$ cat config.mk
export PLATFORM = sky130hd
export DESIGN_NAME = huc_bank
export DESIGN_NICKNAME = d
export VERILOG_FILES = /design/src/rtl/huc_pkg.sv /design/src/rtl/huc_unlock.sv /design/src/rtl/huc_bank.sv
export SDC_FILE = /design/constraint.sdc
export NUM_CORES = 1
export LEC_CHECK = 0
export CAP_MARGIN = 0
export CORE_ASPECT_RATIO = 0.9
export CORE_MARGIN = 10
export CORE_UTILIZATION = 26
export CTS_CLUSTER_SIZE = 8
export DETAILED_ROUTE_END_ITERATION = 12
export PLACE_DENSITY = 0.82
export REMOVE_ABC_BUFFERS = 1
export SYNTH_ARGS = -nofsm -noshare
export SYNTH_HDL_FRONTEND = slang
export SYNTH_HIERARCHICAL = 1
export SYNTH_SLANG_ARGS = --single-unit
export TNS_END_PERCENT = 20
$ cat constraint.sdc
create_clock -name clk -period 1.78 [get_ports clk]
set_input_delay 0.267 -clock clk [delete_from_list [all_inputs] [get_ports clk]]
set_output_delay 0.267 -clock clk [all_outputs]
set_load 0.005 [all_outputs]
$ cat src/rtl/huc_pkg.sv
// Shared types and constants for the banked HuCard mapper.
// Bus structs are sized for BANK_W up to 4 (ROM address space up to 16 MB).
package huc_pkg;

    localparam int MEM_AW = 24;

    localparam logic [20:0] REG_BASE_DFLT = 21'h001FF0;

    localparam logic [1:0] REG_ROM0 = 2'd0;
    localparam logic [1:0] REG_ROMB = 2'd1;
    localparam logic [1:0] REG_RAM  = 2'd2;

    localparam logic [3:0] KEY_OFF = 4'h8;
    localparam logic [7:0] KEY_A   = 8'hA5;
    localparam logic [7:0] KEY_B   = 8'h5A;

    typedef enum logic [1:0] {
        LOCKED   = 2'd0,
        KEY1     = 2'd1,
        UNLOCKED = 2'd2
    } lk_state_t;

    typedef struct packed {
        logic [20:0] addr;
        logic [7:0]  data;
        logic        oe;
        logic        we;
    } cpu_bus_t;

    typedef struct packed {
        logic [7:0]        dati;
        logic [MEM_AW-1:0] addr;
        logic              ce;
        logic              oe;
        logic              we;
    } mem_ctrl_t;

endpackage

$ cat src/rtl/huc_unlock.sv
// Save-RAM write-unlock sequencer: A5 then 5A at the key offset unlocks, 00 relocks.
// Latency: wr_en reflects a key write from the next cycle; no backpressure, stb is one cycle per write.
module huc_unlock
    import huc_pkg::*;
(
    input  logic       clk,
    input  logic       rst,
    input  logic       stb,
    input  logic [3:0] off,
    input  logic [7:0] data,
    output logic       wr_en
);

    lk_state_t state;
    lk_state_t state_nx;

    always_ff @(posedge clk) begin
        if (rst) begin
            state <= LOCKED;
        end else begin
            state <= state_nx;
        end
    end

    always_comb begin
        state_nx = state;
        if (stb) begin
            if (off == KEY_OFF) begin
                case (state)
                    LOCKED:   state_nx = (data == KEY_A) ? KEY1 : LOCKED;
                    KEY1:     state_nx = (data == KEY_B) ? UNLOCKED : LOCKED;
                    UNLOCKED: state_nx = (data == 8'h00) ? LOCKED : UNLOCKED;
                    default:  state_nx = LOCKED;
                endcase
            end else if (state == KEY1) begin
                // the two key bytes must arrive back to back
                state_nx = LOCKED;
            end
        end
    end

    assign wr_en = (state == UNLOCKED);

endmodule

$ cat src/rtl/huc_bank.sv
// Banked HuCard mapper: fixed ROM bank 0, switchable 512 KB ROM window, lockable save RAM.
// Decode is combinational (zero latency); register writes take effect the cycle after the we edge; no backpressure.
module huc_bank
    import huc_pkg::*;
#(
    parameter int          BANK_W    = 2,
    parameter int          BANK_MODE = 0,
    parameter int          RAM_EN    = 1,
    parameter int          RAM_AW    = 15,
    parameter int          RAM_LOCK  = 1,
    parameter logic [20:0] REG_BASE  = REG_BASE_DFLT
) (
    input  logic       clk,
    input  logic       rst,
    input  cpu_bus_t   cpu,
    input  logic [7:0] rom_dato,
    input  logic [7:0] ram_dato,
    output mem_ctrl_t  rom,
    output mem_ctrl_t  ram,
    output logic       cart_ce,
    output logic [7:0] cart_dato
);

    logic [1:0]        region;
    logic [3:0]        off;
    logic              we_q;
    logic              wr_stb;
    logic              reg_hit;
    logic              bank_hit;
    logic [BANK_W-1:0] bank_q;
    logic [BANK_W:0]   eff_bank;
    logic              lk_wr_en;
    logic              wr_en;
    logic              rom_ce;
    logic              ram_ce;

    assign region  = cpu.addr[20:19];
    assign off     = cpu.addr[3:0];
    assign wr_stb  = cpu.we & ~we_q;
    assign reg_hit = wr_stb && (cpu.addr[20:4] == REG_BASE[20:4]);

    // narrow banks decode only offsets 0-3; wider ones need offsets 0-7
    assign bank_hit = (BANK_MODE != 0) ? (off == 4'h0)
                    : (BANK_W <= 2)    ? (off[3:2] == 2'b00)
                    :                    !off[3];

    always_ff @(posedge clk) begin
        if (rst) begin
            we_q   <= 1'b0;
            bank_q <= '0;
        end else begin
            we_q <= cpu.we;
            if (reg_hit && bank_hit) begin
                bank_q <= (BANK_MODE != 0) ? cpu.data[BANK_W-1:0] : BANK_W'(off);
            end
        end
    end

    huc_unlock u_unlock (
        .clk   (clk),
        .rst   (rst),
        .stb   (reg_hit),
        .off   (off),
        .data  (cpu.data),
        .wr_en (lk_wr_en)
    );

    assign wr_en = (RAM_LOCK != 0) ? lk_wr_en : 1'b1;

    // window slot is bank_q+1 so bank 0 of the window never aliases the fixed region
    assign eff_bank = (region == REG_ROMB) ? ({1'b0, bank_q} + (BANK_W+1)'(1)) : '0;

    assign rom_ce = (region == REG_ROM0) || (region == REG_ROMB);
    assign ram_ce = (RAM_EN != 0) && (region == REG_RAM);

    always_comb begin
        rom      = '0;
        rom.dati = cpu.data;
        rom.addr = MEM_AW'({eff_bank, cpu.addr[18:0]});
        rom.ce   = rom_ce;
        rom.oe   = cpu.oe;
        rom.we   = 1'b0;

        ram      = '0;
        ram.dati = cpu.data;
        ram.addr = MEM_AW'(cpu.addr[RAM_AW-1:0]);
        ram.ce   = ram_ce;
        ram.oe   = cpu.oe;
        ram.we   = cpu.we & ram_ce & wr_en;
    end

    assign cart_ce   = rom_ce | ram_ce;
    assign cart_dato = rom_ce ? rom_dato : ram_dato;

endmodule

==> Flow_metrics.wiki, run 1 <==
{| class="wikitable"
! Metric !! Value
|-
| Status || complete, no violations
|-
| Final Net Count || roughly 260
|-
| TritonCTS clock tree || built
|-
| Clk Tree Root Cell || sky130_fd_sc_hd__clkbuf_8
|-
| Number of buffers on the longest clock path || 2
|-
| Num rows || 21
|-
| Post-detailed-route via-to-cell ratio || 4.099
|-
| Required time of the critical path || approximately 1900 ps
|-
| Detailed router's first-iteration violation count || 44
|-
| Total via count in the routed design || between 1000 and 1500
|-
| Placed Area || approximately 0.0019 mm²
|-
| Distinct cells, synth || 30
|-
| Total half-perimeter wirelength after legalization and detailed placement || between 3 and 4 mm
|-
| Global-route wire length before repair || around 6.0 mm
|-
| XOR/XNOR Fraction of Synth Area || 0%
|-
| Clock latency on the worst-skew pair || between 200 and 250 ps
|-
| Post-synthesis cell count || 125
|-
| Post-synthesis average cell area || 8.028 µm²
|-
| Slowest stage cell on the critical path || sky130_fd_sc_hd__clkdlybuf4s50_1
|-
| DRC violation count after routing || 0
|-
| Total of buffers placed on input and output ports || ~110
|-
| Sort of element at the end of the critical path || flop
|-
| Proportion of synthesized area in mux cells || about 9.0%
|-
| Most common cell after layout, fill and taps aside || sky130_fd_sc_hd__clkdlybuf4s50_1
|-
| Final hold slack || 482.6 ps
|-
| Sw Share || approximately 25%
|-
| Die Span X || between 80 and 90 µm
|-
| Number of buffers added to fix hold violations after cts || 0
|-
| Area Growth Syn to Fin || 97.76%
|-
| Floorplan core area || 0.003731 mm²
|-
| Fin cells || between 200 and 300
|-
| Clock tree sinks || 5
|-
| Total design power || 0.6895 mW
|-
| Placed cell count || 246
|-
| Share of total power in combinational logic || a little over half
|-
| Peak supply drop || about 0.14 mV
|-
| Endpoints failing hold || 0
|-
| Antenna violations before repair || 0
|-
| Height of the die || roughly 79 µm
|-
| Sum of overflow across all layers after global routing || 0
|-
| TritonRoute pass-1 iters || 4
|-
| Min Clock Period, post-route || 1708 ps
|-
| Post-layout instance area || slightly below 0.002 mm²
|-
| Reg clk slew, reported paths || approximately 40 ps
|-
| Critical path type || in -> reg
|-
| Dominant combinational cell family by area after synthesis || buffers and inverters
|-
| Sequential fraction of design power || 16.6%
|-
| Syn. warnings || 6
|-
| Worst endpoint data arrival time || around 1800 ps
|-
| Total buffers and inverters traversed by the critical path || 2
|-
| Type of origin of the critical path || input pin
|-
| Top library cells by usage in the layout, fill and taps aside || 95 x sky130_fd_sc_hd__clkdlybuf4s50_1, 20 x sky130_fd_sc_hd__buf_4, 14 x sky130_fd_sc_hd__dlymetal6s2s_1
|-
| Synthesized-area fraction occupied by and/or/nand/nor cells || 25.81%
|-
| GRT Overall Usage || a little over a tenth
|-
| Starting density of the core || 26.89%
|-
| Pins Over Slew Limit || 0
|-
| Clock share of power || between 30% and 40%
|-
| Area share of fa/ha/maj cells after synthesis || under 10%
|-
| Highest net fanout along the worst path || 3
|-
| Sum of routed wire length over all layers || 4.095 mm
|-
| Total negative slack for setup checks || 0 ps
|-
| Static Leakage || between 0.9 and 1 nW
|-
| CTS H-tree depth || 1
|-
| Post-route clock skew || between 1.5 and 2 ps
|-
| RD Place Congestion || 0.8257
|-
| Maximum operating frequency || 0.5854 GHz
|-
| Largest net degree at the start of global routing || 9
|-
| Die area || 0.006748 mm²
|-
| Cell class contributing the biggest share of worst-path delay || simple AND/OR/NAND/NOR gates
|-
| Total of flip-flops plus latches after synthesis || 5
|-
| Share of the yosys chip area belonging to registers || under 10%
|-
| Share of layout cells above drive strength 1 || between 10% and 20%
|-
| Number of violations of the max-capacitance limit || 0
|-
| Diodes inserted || 0
|-
| Routed wire length per instance || between 15 and 20 µm
|-
| Cell-internal power || 0.5203 mW
|-
| Total I/O pin count || ~130
|-
| Switching power || between 0.15 and 0.2 mW
|-
| # fillers || 342
|-
| Setup violation total in the final timing report || 0
|-
| Dominant synthesized flop cell || sky130_fd_sc_hd__dfxtp_1
|-
| Critical Path, Cell by Cell || clkdlybuf4s50_1 > nor3_4 > and3_4 > and2_4 > nand2_2 > nor4_4 > buf_4 > nand3b_1 > a21oi_1
|-
| CP peak stage delay || approximately 460 ps
|-
| Antenna-violating nets left || 0
|-
| Final clock period utilization by the worst path || a little over nine tenths
|-
| Number of global-route vias before repair || 1079
|-
| Worst Hold Class || reg -> reg
|-
| Cell area after technology mapping || around 0.001 mm²
|-
| Number of buffers inserted during clock tree synthesis || 3
|-
| Post-synth EDFFs || 0
|-
| Compound-Gate Fraction of Synth Area || 3.367%
|-
| Power per unit of standard cell area || ~350 mW/mm²
|-
| Async S/R FF share, synth || 0%
|}
## flip-flops by register name, indices dropped and copies added (netlist names)
| name | cells |
|---|---|
| bank_q | 2 |
| u_unlock/state | 2 |
| we_q | 1 |
## metrics by stage
| stage | worst slack [ps] | util [%] |
|---|---|---|
| 6_report | 71.71 | 53.19 |
| 5_1_grt | -11.41 | 53.19 |
| 4_1_cts | -100.7 | 51.91 |
| 3_5_place_dp | -399.1 | 50.34 |
| 3_3_place_gp | -272.6 | 50.34 |
| 2_1_floorplan | 301.8 | - |
## worst paths after layout
kind	slack, ps	start	to	cells past startpoint
setup / recovery	70	cpu[27]	u_unlock/state[0]	9
setup reg to reg	240	we_q	u_unlock/state[0]	8
hold / removal	480	bank_q[1]	bank_q[1]	2
hold reg to reg	480	bank_q[1]	bank_q[1]	2
## power by group through the flow
stage	clock, mW	sequential [mW]	combinational [mW]
2_1_floorplan	0	0.116	0.0354
3_3_place_gp	0	0.116	0.371
3_5_place_dp	0	0.116	0.376
4_1_cts	0.215	0.114	0.376
5_1_grt	0.227	0.114	0.393
6_report	0.208	0.114	0.368
## logic make-up after synthesis
family | Yosys count
mux | 8
other cells | 1
flops | 5
fa+ha+maj | 1
simple gates | 36
buf+inv | 68
compound gates | 6
## layout make-up
cell class	count	area (µm²)	share of cell area, %
repair buffers	133	1319	66.46
multi-input cells	63	459.2	23.14
flip-flops and latches	5	100.1	5.044
well taps	46	57.56	2.900
clock buffers	4	45.04	2.270
inverters	1	3.754	0.1892
## layer usage
metal | GRT usage (%) | share of wire, %
met2 | 21.41 | 58
met5 | 0 | 0
met1 | 10.19 | 33
met3 | 4.592 | 8.0
met4 | 1.480 | 0.20
## synthesized netlist by cell type, types with 2 or more instances
master	number	share of area [%]
sky130_fd_sc_hd__a21oi_1	3	1.5
sky130_fd_sc_hd__and3_1	4	2.5
sky130_fd_sc_hd__and4b_1	3	3.0
sky130_fd_sc_hd__buf_4	66	49
sky130_fd_sc_hd__dfxtp_1	5	10
sky130_fd_sc_hd__mux2_1	8	9.0
sky130_fd_sc_hd__nand2_1	5	1.9
sky130_fd_sc_hd__nand3_1	2	1.0
sky130_fd_sc_hd__nand4_1	4	2.5
sky130_fd_sc_hd__nor2_1	3	1.1
sky130_fd_sc_hd__nor2b_1	2	1.2
sky130_fd_sc_hd__o21ai_0	2	1.0
## worst register-to-register path: stages (launching register included)
cell and delay (ps):
sky130_fd_sc_hd__dfxtp_1 280, sky130_fd_sc_hd__and4b_1 250, sky130_fd_sc_hd__and3b_2 200, sky130_fd_sc_hd__and2_4 140, sky130_fd_sc_hd__nand2_2 60, sky130_fd_sc_hd__nor4_4 160, sky130_fd_sc_hd__buf_4 170, sky130_fd_sc_hd__nand3b_1 100
sky130_fd_sc_hd__a21oi_1 60
## repair_timing
item | 4_1_cts | 5_1_grt
pin swaps | 3 | 5
setup endpoints to repair | 16 | 12
endpoints found under the hold margin | 0 | 0
gates resized for setup | 5 | 18
buffers inserted | 1 | 1
No activity file was read; power rests on OpenSTA's default activity.
==> inputs of run 2 (changes only) <==
ABC_AREA = 1   (was not set)
CORE_UTILIZATION = 28   (was 26)
PLACE_DENSITY = 0.81   (was 0.82)
TNS_END_PERCENT = 50   (was 20)
==> Flow_metrics.wiki, run 2 <==
{| class="wikitable"
! Metric !! Value
|-
| Status || complete, no violations
|-
| Post-synth EDFFs || 0
|-
| Total of buffers placed on input and output ports || 112
|-
| Detailed router's first-iteration violation count || 25
|-
| Top library cells by usage in the layout, fill and taps aside || 105 x sky130_fd_sc_hd__clkdlybuf4s50_1, 45 x sky130_fd_sc_hd__nand2_1, 19 x sky130_fd_sc_hd__nor2_1
|-
| Clock latency on the worst-skew pair || 220 ps
|-
| Number of buffers added to fix hold violations after cts || 0
|-
| Pins Over Slew Limit || 0
|-
| Final Net Count || slightly above 300
|-
| Diodes inserted || 0
|-
| TritonCTS clock tree || built
|-
| Yosys top cell area share || about 43%
|-
| Post-synthesis cell count || between 150 and 200
|-
| Worst-case reg-to-reg path depth || 9
|-
| Static Leakage || 0.8882 nW
|-
| Total I/O pin count || ~130
|-
| Floorplan core area || about 0.0040 mm²
|-
| Instance count on the critical path || 2
|-
| Async S/R FF share, synth || 0%
|-
| Final clock period utilization by the worst path || between 90% and 100%
|-
| Routed wire length per instance || 13.56 µm
|-
| Sort of element at the end of the critical path || primary output
|-
| Unrepaired setup endpoints after global routing || no
|-
| Area Growth Syn to Fin || 71.41%
|-
| Commonest cells in the netlist || 67 x sky130_fd_sc_hd__buf_4, 45 x sky130_fd_sc_hd__nand2_1, 19 x sky130_fd_sc_hd__nor2_1, 16 x sky130_fd_sc_hd__inv_1, 7 x sky130_fd_sc_hd__nor2_2
|-
| Required time of the critical path || between 1500 and 2000 ps
|-
| Height of the die || 81.29 µm
|-
| RD Place Congestion || 0.7473
|-
| Share of layout cells above drive strength 1 || 12.31%
|-
| Number of global-route vias before repair || around 1200
|-
| Share of the yosys chip area belonging to registers || ~8.6%
|-
| Most used standard cell by instance count after synthesis || sky130_fd_sc_hd__buf_4
|-
| Cell area after technology mapping || 0.001169 mm²
|-
| Die area || roughly 0.0072 mm²
|-
| Final hold slack || slightly above 500 ps
|-
| Largest net degree at the start of global routing || 12
|-
| Clock tree sinks || 5
|-
| Peak supply drop || ~0.14 mV
|-
| Highest net fanout along the worst path || 5
|-
| Worst endpoint data arrival time || between 1000 and 1500 ps
|-
| Sum of overflow across all layers after global routing || 0
|-
| Starting density of the core || 28.88%
|-
| Cells resized by post-CTS repair || 9
|-
| Largest area contributor in the synthesized netlist || sky130_fd_sc_hd__buf_4
|-
| Num rows || 22
|-
| Slowest stage cell on the critical path || sky130_fd_sc_hd__clkdlybuf4s50_1
|-
| Critical path type || in -> out
|-
| Syn. warnings || 6
|-
| Antenna-violating nets left || 0
|-
| Clk Tree Root Cell || sky130_fd_sc_hd__clkbuf_8
|-
| Total of flip-flops plus latches after synthesis || 5
|-
| GRT Overall Usage || between 10% and 20%
|-
| Setup violation total in the final timing report || 0
|-
| Endpoints failing hold || 0
|-
| Post-detailed-route via-to-cell ratio || just under 4
|-
| Total buffers and inverters traversed by the critical path || 2
|-
| Worst Hold Class || reg -> reg
|-
| Min Clock Period, post-route || between 1500 and 2000 ps
|-
| TritonRoute pass-1 iters || 4
|-
| Maximum operating frequency || between 0.5 and 0.6 GHz
|-
| Biggest area contributors in the synthesized netlist || sky130_fd_sc_hd__buf_4 43%, sky130_fd_sc_hd__nand2_1 14%, sky130_fd_sc_hd__dfxtp_1 8.6%
|-
| Antenna violations before repair || 0
|-
| Total via count in the routed design || roughly 1200
|-
| Number of cells on the worst hold path || 2
|-
| Number of buffers inserted during clock tree synthesis || 3
|-
| Power per unit of standard cell area || 351.3 mW/mm²
|-
| # fillers || 434
|-
| Area taken by flip-flops and latches || about 100 µm²
|-
| Die Span X || 88.10 µm
|-
| Number of buffers on the longest clock path || 2
|-
| Post-route clock skew || ~3.2 ps
|-
| Number of violations of the max-capacitance limit || 0
|-
| Total negative slack for setup checks || 0 ps
|-
| CTS H-tree depth || 1
|-
| Sum of routed wire length over all layers || roughly 4.2 mm
|-
| Multi-input logic area || about 520 µm²
|-
| Reg clk slew, reported paths || 40 ps
|-
| Most common cell after layout, fill and taps aside || sky130_fd_sc_hd__clkdlybuf4s50_1
|-
| DRC violation count after routing || 0
|-
| Dominant synthesized flop cell || sky130_fd_sc_hd__dfxtp_1
|-
| CP peak stage delay || approximately 570 ps
|-
| Number of setup buffers added after CTS || 0
|-
| Critical Path, Cell by Cell || clkdlybuf4s50_1 > clkdlybuf4s50_1
|-
| Cell class contributing the biggest share of worst-path delay || buffers and inverters
|-
| Type of origin of the critical path || input pin
|-
| Cell repeated most along the worst path || sky130_fd_sc_hd__clkdlybuf4s50_1
|-
| Post-synthesis average cell area || a little over 6 µm²
|-
| Global-route wire length before repair || roughly 6 mm
|-
| Distinct cells, synth || 23
|-
| Total half-perimeter wirelength after legalization and detailed placement || around 3.8 mm
|-
| Largest registers || bank_q x2, u_unlock/state x2, we_q x1
|}
## run 2: cell types whose count changed after synthesis, sizes merged, moves of 5 or more
cell   delta
mux2      -8
nand2    +41
nand3     +5
inv      +17
nor2     +26
## run 2: power by group
part | total [mW] | leakage [nW] | internal, mW | switching [mW]
clock network | 0.210 | 0.0228 | 0.154 | 0.0562
logic | 0.379 | 0.825 | 0.247 | 0.132
registers | 0.114 | 0.0405 | 0.114 | 0.000453
total | 0.704 | 0.888 | 0.515 | 0.189
## run 2: worst paths after layout
kind              from                end  slack, ps
max             cpu[8]            ram[33]        110
min reg2reg  bank_q[1]          bank_q[1]        500
min          bank_q[1]          bank_q[1]        500
max reg2reg       we_q  u_unlock/state[1]        590
## run 2: cell type report
| cell class | count | share of cell area [%] |
|---|---|---|
| Timing Repair Buffer | 123 | 60.02 |
| Multi-Input combinational cell | 108 | 25.98 |
| Sequential cell | 5 | 4.997 |
| Inverter | 20 | 3.748 |
| Tap cell | 48 | 2.998 |
| Clock buffer | 4 | 2.249 |
## run 2: worst min-delay path, stage by stage, from the launching register on
cell and delay (ps):
sky130_fd_sc_hd__dfxtp_1 320, sky130_fd_sc_hd__a21oi_1 40, sky130_fd_sc_hd__nor2_1 90
## run 2: cell families (layout without fill, tap and decap cells)
group	Yosys count	count (layout)	synth area share, %
other	1	12	0.3209
AOI/OAI and AO/OA	6	6	2.891
buffers and inverters	88	147	50.43
adders and majority gates	1	1	1.070
and+or+nand+nor	89	89	36.72
DFF	5	5	8.566
## run 2: metrics by stage
step / std cells / util, % / total power, mW / area [µm²] / setup slack, ps
finish: 308 / 49.51 / 0.7036 / 2003 / 108.0
global route: 308 / 49.51 / 0.7551 / 2003 / 75.53
CTS: 308 / 49.51 / 0.7149 / 2003 / 115.2
detailed placement: 304 / 48.42 / 0.5024 / 1959 / -88.93
global placement: 304 / 48.42 / 0.4967 / 1959 / -100.2
floorplan: 133 / - / 0.1753 / 695.7 / 631.5
## run 2: layer usage
| layer | share of wire (%) | global-route usage [%] |
|---|---|---|
| met5 | 0 | 0 |
| met4 | 1.3 | 4.232 |
| met3 | 11 | 3.600 |
| met2 | 57 | 20.78 |
| met1 | 31 | 9.359 |
==> inputs of run 3 (changes only) <==
CTS_CLUSTER_SIZE = 12   (was 8)
==> results of run 3 <==
No change in the layout: final DEF, timing and power equal those of run 2.
